### src/rtl/spi_boot_loader_pkg.sv
// Shared types and command codes for the SPI boot loader.
package spi_boot_pkg;

   typedef enum logic [2:0] {IDLE, CMD, ADDR, DATA, WRITE, SKIP} loader_state_t;

   localparam logic [7:0] CMD_WRITE = 8'h01;
   localparam logic [7:0] CMD_RUN   = 8'h02;

endpackage

### src/rtl/spi_boot_loader_if.sv
// SPI pins on one side, RAM write port and status on the other.
interface spi_boot_loader_if #(
   parameter int ADDR_WIDTH = 8,
   parameter int DATA_WIDTH = 32
);
   logic                  spi_sclk;
   logic                  spi_cs_n;
   logic                  spi_mosi;
   logic                  mem_we;
   logic [ADDR_WIDTH-1:0] mem_addr;
   logic [DATA_WIDTH-1:0] mem_wdata;
   logic                  cpu_hold;
   logic                  cmd_err;
   logic [ADDR_WIDTH:0]   word_count;

   modport slave (
      input  spi_sclk, spi_cs_n, spi_mosi,
      output mem_we, mem_addr, mem_wdata, cpu_hold, cmd_err, word_count
   );

   modport master (
      output spi_sclk, spi_cs_n, spi_mosi,
      input  mem_we, mem_addr, mem_wdata, cpu_hold, cmd_err, word_count
   );
endinterface

### src/rtl/spi_byte_rx.sv
// Mode-0 SPI byte receiver: synchronisers, sclk rise detect, MSB-first shifter.
module spi_byte_rx (
   input  logic       clock,
   input  logic       reset,
   input  logic       i_sclk,
   input  logic       i_cs_n,
   input  logic       i_mosi,
   output logic       o_byte_valid,
   output logic [7:0] o_byte_data,
   output logic       o_frame_active
);
   logic [1:0] r_sclk_sync;
   logic [1:0] r_cs_sync;
   logic [1:0] r_mosi_sync;
   logic       r_sclk_prev;
   logic [2:0] r_bit_cnt;
   logic [6:0] r_shift;
   logic       w_rise;

   assign o_frame_active = ~r_cs_sync[1];
   // Edges outside a frame are ignored entirely.
   assign w_rise       = r_sclk_sync[1] & ~r_sclk_prev & o_frame_active;
   assign o_byte_valid = w_rise && (r_bit_cnt == 3'd7);
   assign o_byte_data  = {r_shift, r_mosi_sync[1]};

   always_ff @(posedge clock) begin
      if (!reset) begin
         r_sclk_sync <= 2'b00;
         r_cs_sync   <= 2'b11;
         r_mosi_sync <= 2'b00;
         r_sclk_prev <= 1'b0;
         r_bit_cnt   <= 3'd0;
         r_shift     <= 7'd0;
      end else begin
         r_sclk_sync <= {r_sclk_sync[0], i_sclk};
         r_cs_sync   <= {r_cs_sync[0], i_cs_n};
         r_mosi_sync <= {r_mosi_sync[0], i_mosi};
         r_sclk_prev <= r_sclk_sync[1];
         if (!o_frame_active) begin
            r_bit_cnt <= 3'd0;
         end else if (w_rise) begin
            r_bit_cnt <= r_bit_cnt + 3'd1;
            r_shift   <= {r_shift[5:0], r_mosi_sync[1]};
         end
      end
   end
endmodule

### src/rtl/spi_boot_loader.sv
// SPI boot loader: fills program RAM over SPI and holds the CPU until RUN.
module spi_boot_loader
   import spi_boot_pkg::*;
#(
   parameter int ADDR_WIDTH = 8,
   parameter int DATA_WIDTH = 32
) (
   input  logic               clock,
   input  logic               reset,
   spi_boot_loader_if.slave   bus
);
   localparam int BYTES = DATA_WIDTH / 8;
   localparam int BCW   = (BYTES > 1) ? $clog2(BYTES) : 1;
   localparam logic [ADDR_WIDTH:0] WC_MAX = {1'b1, {ADDR_WIDTH{1'b0}}};

   loader_state_t         r_state, w_next;
   logic                  w_byte_valid;
   logic [7:0]            w_byte_data;
   logic                  w_frame_active;
   logic [DATA_WIDTH-1:0] r_buf;
   logic [DATA_WIDTH-1:0] w_word;
   logic [BCW-1:0]        r_byte_cnt;
   logic                  r_mem_we;
   logic [ADDR_WIDTH-1:0] r_mem_addr;
   logic [DATA_WIDTH-1:0] r_mem_wdata;
   logic                  r_cpu_hold;
   logic                  r_cmd_err;
   logic [ADDR_WIDTH:0]   r_word_count;

   spi_byte_rx u_rx (
      .clock          (clock),
      .reset          (reset),
      .i_sclk         (bus.spi_sclk),
      .i_cs_n         (bus.spi_cs_n),
      .i_mosi         (bus.spi_mosi),
      .o_byte_valid   (w_byte_valid),
      .o_byte_data    (w_byte_data),
      .o_frame_active (w_frame_active)
   );

   // First data byte ends up in the top byte after BYTES shifts.
   assign w_word = (r_buf << 8) | DATA_WIDTH'(w_byte_data);

   always_ff @(posedge clock) begin
      if (!reset) r_state <= IDLE;
      else        r_state <= w_next;
   end

   always_comb begin
      w_next = r_state;
      case (r_state)
         IDLE:  if (w_frame_active) w_next = CMD;
         CMD: begin
            if (!w_frame_active)  w_next = IDLE;
            else if (w_byte_valid) w_next = (w_byte_data == CMD_WRITE) ? ADDR : SKIP;
         end
         ADDR: begin
            if (!w_frame_active)  w_next = IDLE;
            else if (w_byte_valid) w_next = DATA;
         end
         DATA: begin
            if (!w_frame_active) w_next = IDLE;
            else if (w_byte_valid && (r_byte_cnt == BCW'(BYTES - 1))) w_next = WRITE;
         end
         WRITE: w_next = w_frame_active ? DATA : IDLE;
         SKIP:  if (!w_frame_active) w_next = IDLE;
         default: w_next = IDLE;
      endcase
   end

   always_ff @(posedge clock) begin
      if (!reset) begin
         r_buf        <= '0;
         r_byte_cnt   <= '0;
         r_mem_we     <= 1'b0;
         r_mem_addr   <= '0;
         r_mem_wdata  <= '0;
         r_cpu_hold   <= 1'b1;
         r_cmd_err    <= 1'b0;
         r_word_count <= '0;
      end else begin
         // Once the processor runs, words still decode but never reach RAM.
         r_mem_we <= (w_next == WRITE) && r_cpu_hold;
         if ((w_next == WRITE) && r_cpu_hold) r_mem_wdata <= w_word;
         case (r_state)
            CMD: begin
               if (w_byte_valid) begin
                  if (w_byte_data == CMD_RUN)        r_cpu_hold <= 1'b0;
                  else if (w_byte_data != CMD_WRITE) r_cmd_err  <= 1'b1;
               end
            end
            ADDR: begin
               r_byte_cnt <= '0;
               if (w_byte_valid) r_mem_addr <= ADDR_WIDTH'(w_byte_data);
            end
            DATA: begin
               if (w_byte_valid) begin
                  r_buf      <= w_word;
                  r_byte_cnt <= r_byte_cnt + 1'b1;
               end
            end
            WRITE: begin
               r_byte_cnt <= '0;
               r_mem_addr <= r_mem_addr + 1'b1;
               if (r_mem_we && (r_word_count != WC_MAX))
                  r_word_count <= r_word_count + 1'b1;
            end
            default: r_byte_cnt <= '0;
         endcase
      end
   end

   assign bus.mem_we     = r_mem_we;
   assign bus.mem_addr   = r_mem_addr;
   assign bus.mem_wdata  = r_mem_wdata;
   assign bus.cpu_hold   = r_cpu_hold;
   assign bus.cmd_err    = r_cmd_err;
   assign bus.word_count = r_word_count;
endmodule

### src/flat_wrapper.sv
// flat-port wrapper written by rule: the top's interface ports become plain ports
module spi_boot_loader_flat import spi_boot_pkg::*;
#(
   parameter int ADDR_WIDTH = 8,
   parameter int DATA_WIDTH = 32
)
  (clock, reset, bus_spi_sclk, bus_spi_cs_n, bus_spi_mosi, bus_mem_we, bus_mem_addr, bus_mem_wdata, bus_cpu_hold, bus_cmd_err, bus_word_count);
  spi_boot_loader_if #(.ADDR_WIDTH(ADDR_WIDTH), .DATA_WIDTH(DATA_WIDTH)) bus_i ();
  input  logic clock;
  input  logic reset;
  input wire logic [$bits(bus_i.spi_sclk)-1:0] bus_spi_sclk;
  input wire logic [$bits(bus_i.spi_cs_n)-1:0] bus_spi_cs_n;
  input wire logic [$bits(bus_i.spi_mosi)-1:0] bus_spi_mosi;
  output wire logic [$bits(bus_i.mem_we)-1:0] bus_mem_we;
  output wire logic [$bits(bus_i.mem_addr)-1:0] bus_mem_addr;
  output wire logic [$bits(bus_i.mem_wdata)-1:0] bus_mem_wdata;
  output wire logic [$bits(bus_i.cpu_hold)-1:0] bus_cpu_hold;
  output wire logic [$bits(bus_i.cmd_err)-1:0] bus_cmd_err;
  output wire logic [$bits(bus_i.word_count)-1:0] bus_word_count;
  assign bus_i.spi_sclk = bus_spi_sclk;
  assign bus_i.spi_cs_n = bus_spi_cs_n;
  assign bus_i.spi_mosi = bus_spi_mosi;
  assign bus_mem_we = bus_i.mem_we;
  assign bus_mem_addr = bus_i.mem_addr;
  assign bus_mem_wdata = bus_i.mem_wdata;
  assign bus_cpu_hold = bus_i.cpu_hold;
  assign bus_cmd_err = bus_i.cmd_err;
  assign bus_word_count = bus_i.word_count;
  spi_boot_loader #(.ADDR_WIDTH(ADDR_WIDTH), .DATA_WIDTH(DATA_WIDTH)) u_core (.clock(clock), .reset(reset), .bus(bus_i));
endmodule
### config.mk
export PLATFORM = sky130hd
export DESIGN_NAME = spi_boot_loader_flat
export DESIGN_NICKNAME = d
export VERILOG_FILES = /design/src/rtl/spi_boot_loader_pkg.sv /design/src/rtl/spi_boot_loader_if.sv /design/src/rtl/spi_byte_rx.sv /design/src/rtl/spi_boot_loader.sv /design/src/flat_wrapper.sv
export SDC_FILE = /design/constraint.sdc
export NUM_CORES = 1
export LEC_CHECK = 0
export CORE_AREA = 2 2 127 79
export DETAILED_ROUTE_END_ITERATION = 12
export DIE_AREA = 0 0 129 81
export GPL_TIMING_DRIVEN = 0
export PLACE_DENSITY_LB_ADDON = 0.15
export SYNTH_ARGS = -nofsm -noshare
export SYNTH_HDL_FRONTEND = slang
export SYNTH_SLANG_ARGS = --single-unit
export TNS_END_PERCENT = 100
### constraint.sdc
create_clock -name clock -period 4 [get_ports clock]
set_clock_uncertainty 0.15 [all_clocks]
set_input_delay 1.2 -clock clock [delete_from_list [all_inputs] [get_ports clock]]
set_output_delay 1.2 -clock clock [all_outputs]
set_load 0.005 [all_outputs]
==> flow_metrics.tcl <==
set metrics [dict create \
    grt.busiest_layer "met1" \
    fin_ws_ns 1.32 \
    grt_antenna_before_repair 0 \
    worst-setup-path-type "reg2out" \
    postSynthAreaPerCell_um2 9.11 \
    yosys.area.top_type_share_pct 47.8 \
    final_min_period_ns 2.68 \
    htreeDepth 3 \
    dominant_combinational_cell_family_by_area_after_synthesis "simple AND/OR/NAND/NOR gates" \
    power.share.combinational_pct 2.3 \
    cpLargestDelayFamily "buffers and inverters" \
    areaGrowthSynthToFinish_pct 24.5 \
    antenna_cells 0 \
    die_width_um 129 \
    timing.setup.tns_ns 0 \
    synth_adder_area_share_pct 1.83 \
    worstSetupStartpointType "flip-flop" \
    crit_fanout 6 \
    gr-total-overflow 0 \
    synth_edf_count 0 \
    vias_in_the_first_global_route 3077 \
    seq_area_frac_synth_pct 47.8 \
    remaining_drc_errors 0 \
    detailed_router_s_first_iteration_violation_count 147 \
    hold_path_startpoint "u_core.u_rx.r_cs_sync[0]" \
    cts.root.buffer_cell "clkbuf_16" \
    max_rail_drop_vdd_uv 195 \
    grt_start_max_net_pins 15 \
    async_flop_share_pct 0 \
    initial_core_util_pct 43.2 \
    slew_viol_final 0 \
    placement.io_buffers 55 \
    worstSkewPairLatency_ns 0.34 \
    total_leakage_power_nw 1.68 \
    synth.area.top_cells "dfxtp_1 (48%), nand2_1 (12%), mux2i_1 (10%)" \
    cts.clk_slew.worst_paths_ns 0.06 \
    synth_warn 0 \
    clock.fmax_ghz 0.372 \
    slowest_stage "clkdlybuf4s50_1" \
    worst-endpoint-arrival_ns 1.33 \
    setup.worst_path.start "u_core.bus.mem_addr[0]" \
    count_of_mapped_cells_out_of_synthesis 450 \
    final_routed_wirelength_across_all_metal_layers_um 9450 \
    tightest_slew_ns 0.782 \
    grt_setup_unrepaired "false" \
    drt_first_pass_iters 4 \
    synthSimpleGateAreaFrac_pct 23.7 \
    layout_cells_sized_above_1_pct 5.19 \
    ant_nets 0 \
    timing.rr.start "u_core.u_rx.r_bit_cnt[0]" \
    synth.ff_latch_count 98 \
    max-clock-path-buffers 2 \
    global_route.usage.met2_pct 25.0 \
    cts_hold_buf 0 \
    dr_vias_cell 4.94 \
    cp_slowest_stage_delay_ns 0.55 \
    grt_util_all_layers_pct 19.6 \
    die_height_um 81 \
    timing_hold_violations_final 0 \
    p_per_area_nw_per_um2 366 \
    maxCapViolations 0 \
    layout.filler_cells 886 \
    slew_headroom_pct 47.4 \
    cts.repair_timing.setup_buffer_count 0 \
    run_status "finished, final reports clean" \
    cts_buffers 9 \
    endpoints_failing_setup 0 \
    power_frac_seq_pct 52.5 \
    grt_pass1_wl_um 15800 \
    dominantRegCellSynth "dfxtp_1" \
    ys_types 42 \
    clkSinkCount 98 \
    ioPinCount 57 \
    dpl.hpwl_um 6880 \
    cts-resized-gates 0 \
    cell_internal_pwr_w 0.00149 \
    synth_fp_nets 461 \
    synth_xor_xnor_area_share_pct 2.35 \
    timing.critical_path.to_type "output pin" \
    total_number_of_vias 3236 \
    wl_per_cell_um 14.4 \
    met1_layer_usage_reported_by_global_route_pct 31.4 \
    core_area_um2 9490 \
    placement_rows 28 \
    netlist_area_um2 4100 \
    worst_hold_path_type "reg2reg" \
    total_switching_power_w 0.000379 \
    pre_cts_slack_ns 1.09 \
    switching_share_pct 20.3 \
    clockPowerShare_pct 45.3 \
    critPathRequiredTime_ns 2.65 \
    cts_tree "done" \
    cp.buffers_inverters 1 \
    synth_compound_gate_area_share_pct 9.61 \
    die_area_um2 10400 \
    synthMuxAreaShare_pct 10.0 \
    synth_top_cell_by_area "dfxtp_1" \
    min_period_over_period_pct 67.1 \
    global_route_track_usage_on_met3_pct 5.34 \
    gp_congestion 0.856 \
    critical_path.cell_chain "clkdlybuf4s50_1" \
    num-nets-final 527 \
]
stage by stage:
step | hold WS, ns | utilization, % | power, W | cell area, um^2 | cells
after floorplan | 0.236 | - | 0.00103 | 4100 | 450
after detailed placement | 0.246 | 50.8 | 0.00105 | 4820 | 640
after CTS | 0.267 | 53.8 | 0.00189 | 5110 | 655
after global placement | 0.247 | 50.8 | 0.00105 | 4820 | 640
final | 0.264 | 53.8 | 0.00187 | 5110 | 655
after global routing | 0.273 | 53.8 | 0.00193 | 5110 | 655
cells in the final DEF (no fill, tap or decap), types with 2 or more instances in the layout:
cell type	count
xnor2_1	6
ha_1	6
dfxtp_1	98
nand4_1	3
o221ai_1	2
buf_2	3
and3_1	3
o21ai_0	2
and4_1	4
xor2_1	5
a31oi_1	3
buf_12	3
clkbuf_16	9
clkbuf_1	26
and2_1	12
nand2b_1	4
a21oi_1	7
clkdlybuf4s50_1	55
nand2_1	126
a21boi_0	26
o211ai_1	5
mux2i_1	41
nor2_1	13
nand3_1	7
inv_1	4
clkinv_2	2
nor2b_1	17
o21a_1	2
nor3_1	7
or4b_2	2
synthesized netlist by cell type, types with 4 or more instances:
cell,count
nand2_1,126
dfxtp_1,98
mux2i_1,41
a21boi_0,26
clkbuf_1,24
nor2b_1,17
nor2_1,13
and2_1,12
a21oi_1,7
nand3_1,7
nor3_1,7
ha_1,6
xnor2_1,6
o211ai_1,5
xor2_1,5
and4_1,4
inv_1,4
nand2b_1,4
metal layers:
layer | share of wire, % | wire [um]
met1 | 58 | 5440
met2 | 37 | 3480
met3 | 4.6 | 431
met4 | 1.1 | 102
met5 | 0 | 0
final cells by class:
type                            count  area [um^2]  area share (%)
Buffer                             31          176            3.46
Multi-Input combinational cell    317         1950            38.1
Tap cell                          135          169            3.31
Sequential cell                    98         1960            38.4
Inverter                            4         15.0           0.294
Clock inverter                      3         40.0           0.784
Timing Repair Buffer               55          551            10.8
Clock buffer                       12          246            4.83
registers in the layout, summed over array words and instances, names as in the netlist:
| register | cells |
|---|---|
| u_core.bus.cmd_err | 1 |
| u_core.bus.cpu_hold | 1 |
| u_core.bus.mem_addr | 8 |
| u_core.bus.mem_wdata | 32 |
| u_core.bus.mem_we | 1 |
| u_core.bus.word_count | 9 |
| u_core.r_buf | 24 |
| u_core.r_byte_cnt | 2 |
| u_core.r_state | 3 |
| u_core.u_rx.r_bit_cnt | 3 |
| u_core.u_rx.r_cs_sync | 2 |
| u_core.u_rx.r_mosi_sync | 2 |
| u_core.u_rx.r_sclk_prev | 1 |
| u_core.u_rx.r_sclk_sync | 2 |
| u_core.u_rx.r_shift | 7 |
worst paths after layout:
kind                                                 end  slack, ns  depth (start not counted)
worst max-delay path                     bus_mem_addr[0]       1.32                          1
worst min-delay path            u_core.u_rx.r_cs_sync[1]       0.26                          1
worst max register to register          u_core.r_buf[15]       1.39                          9
worst min register to register  u_core.u_rx.r_cs_sync[1]       0.26                          1
power groups by stage:
stage | registers (W) | logic, W | clock network [W]
4_1_cts | 0.000981 | 0.0000430 | 0.000864
6_report | 0.000982 | 0.0000424 | 0.000846
2_1_floorplan | 0.00100 | 0.0000290 | 0
5_1_grt | 0.000981 | 0.0000473 | 0.000902
3_3_place_gp | 0.00100 | 0.0000421 | 0
3_5_place_dp | 0.00100 | 0.0000426 | 0
cells by family after synthesis:
logic type | Yosys count
AND/OR/NAND/NOR | 205
flip-flops | 98
AO/OA/AOI/OAI | 54
multiplexers | 41
buffers and inverters | 35
XOR/XNOR | 11
adder cells (fa/ha/maj) | 6
(Power assumes the default switching activity.)
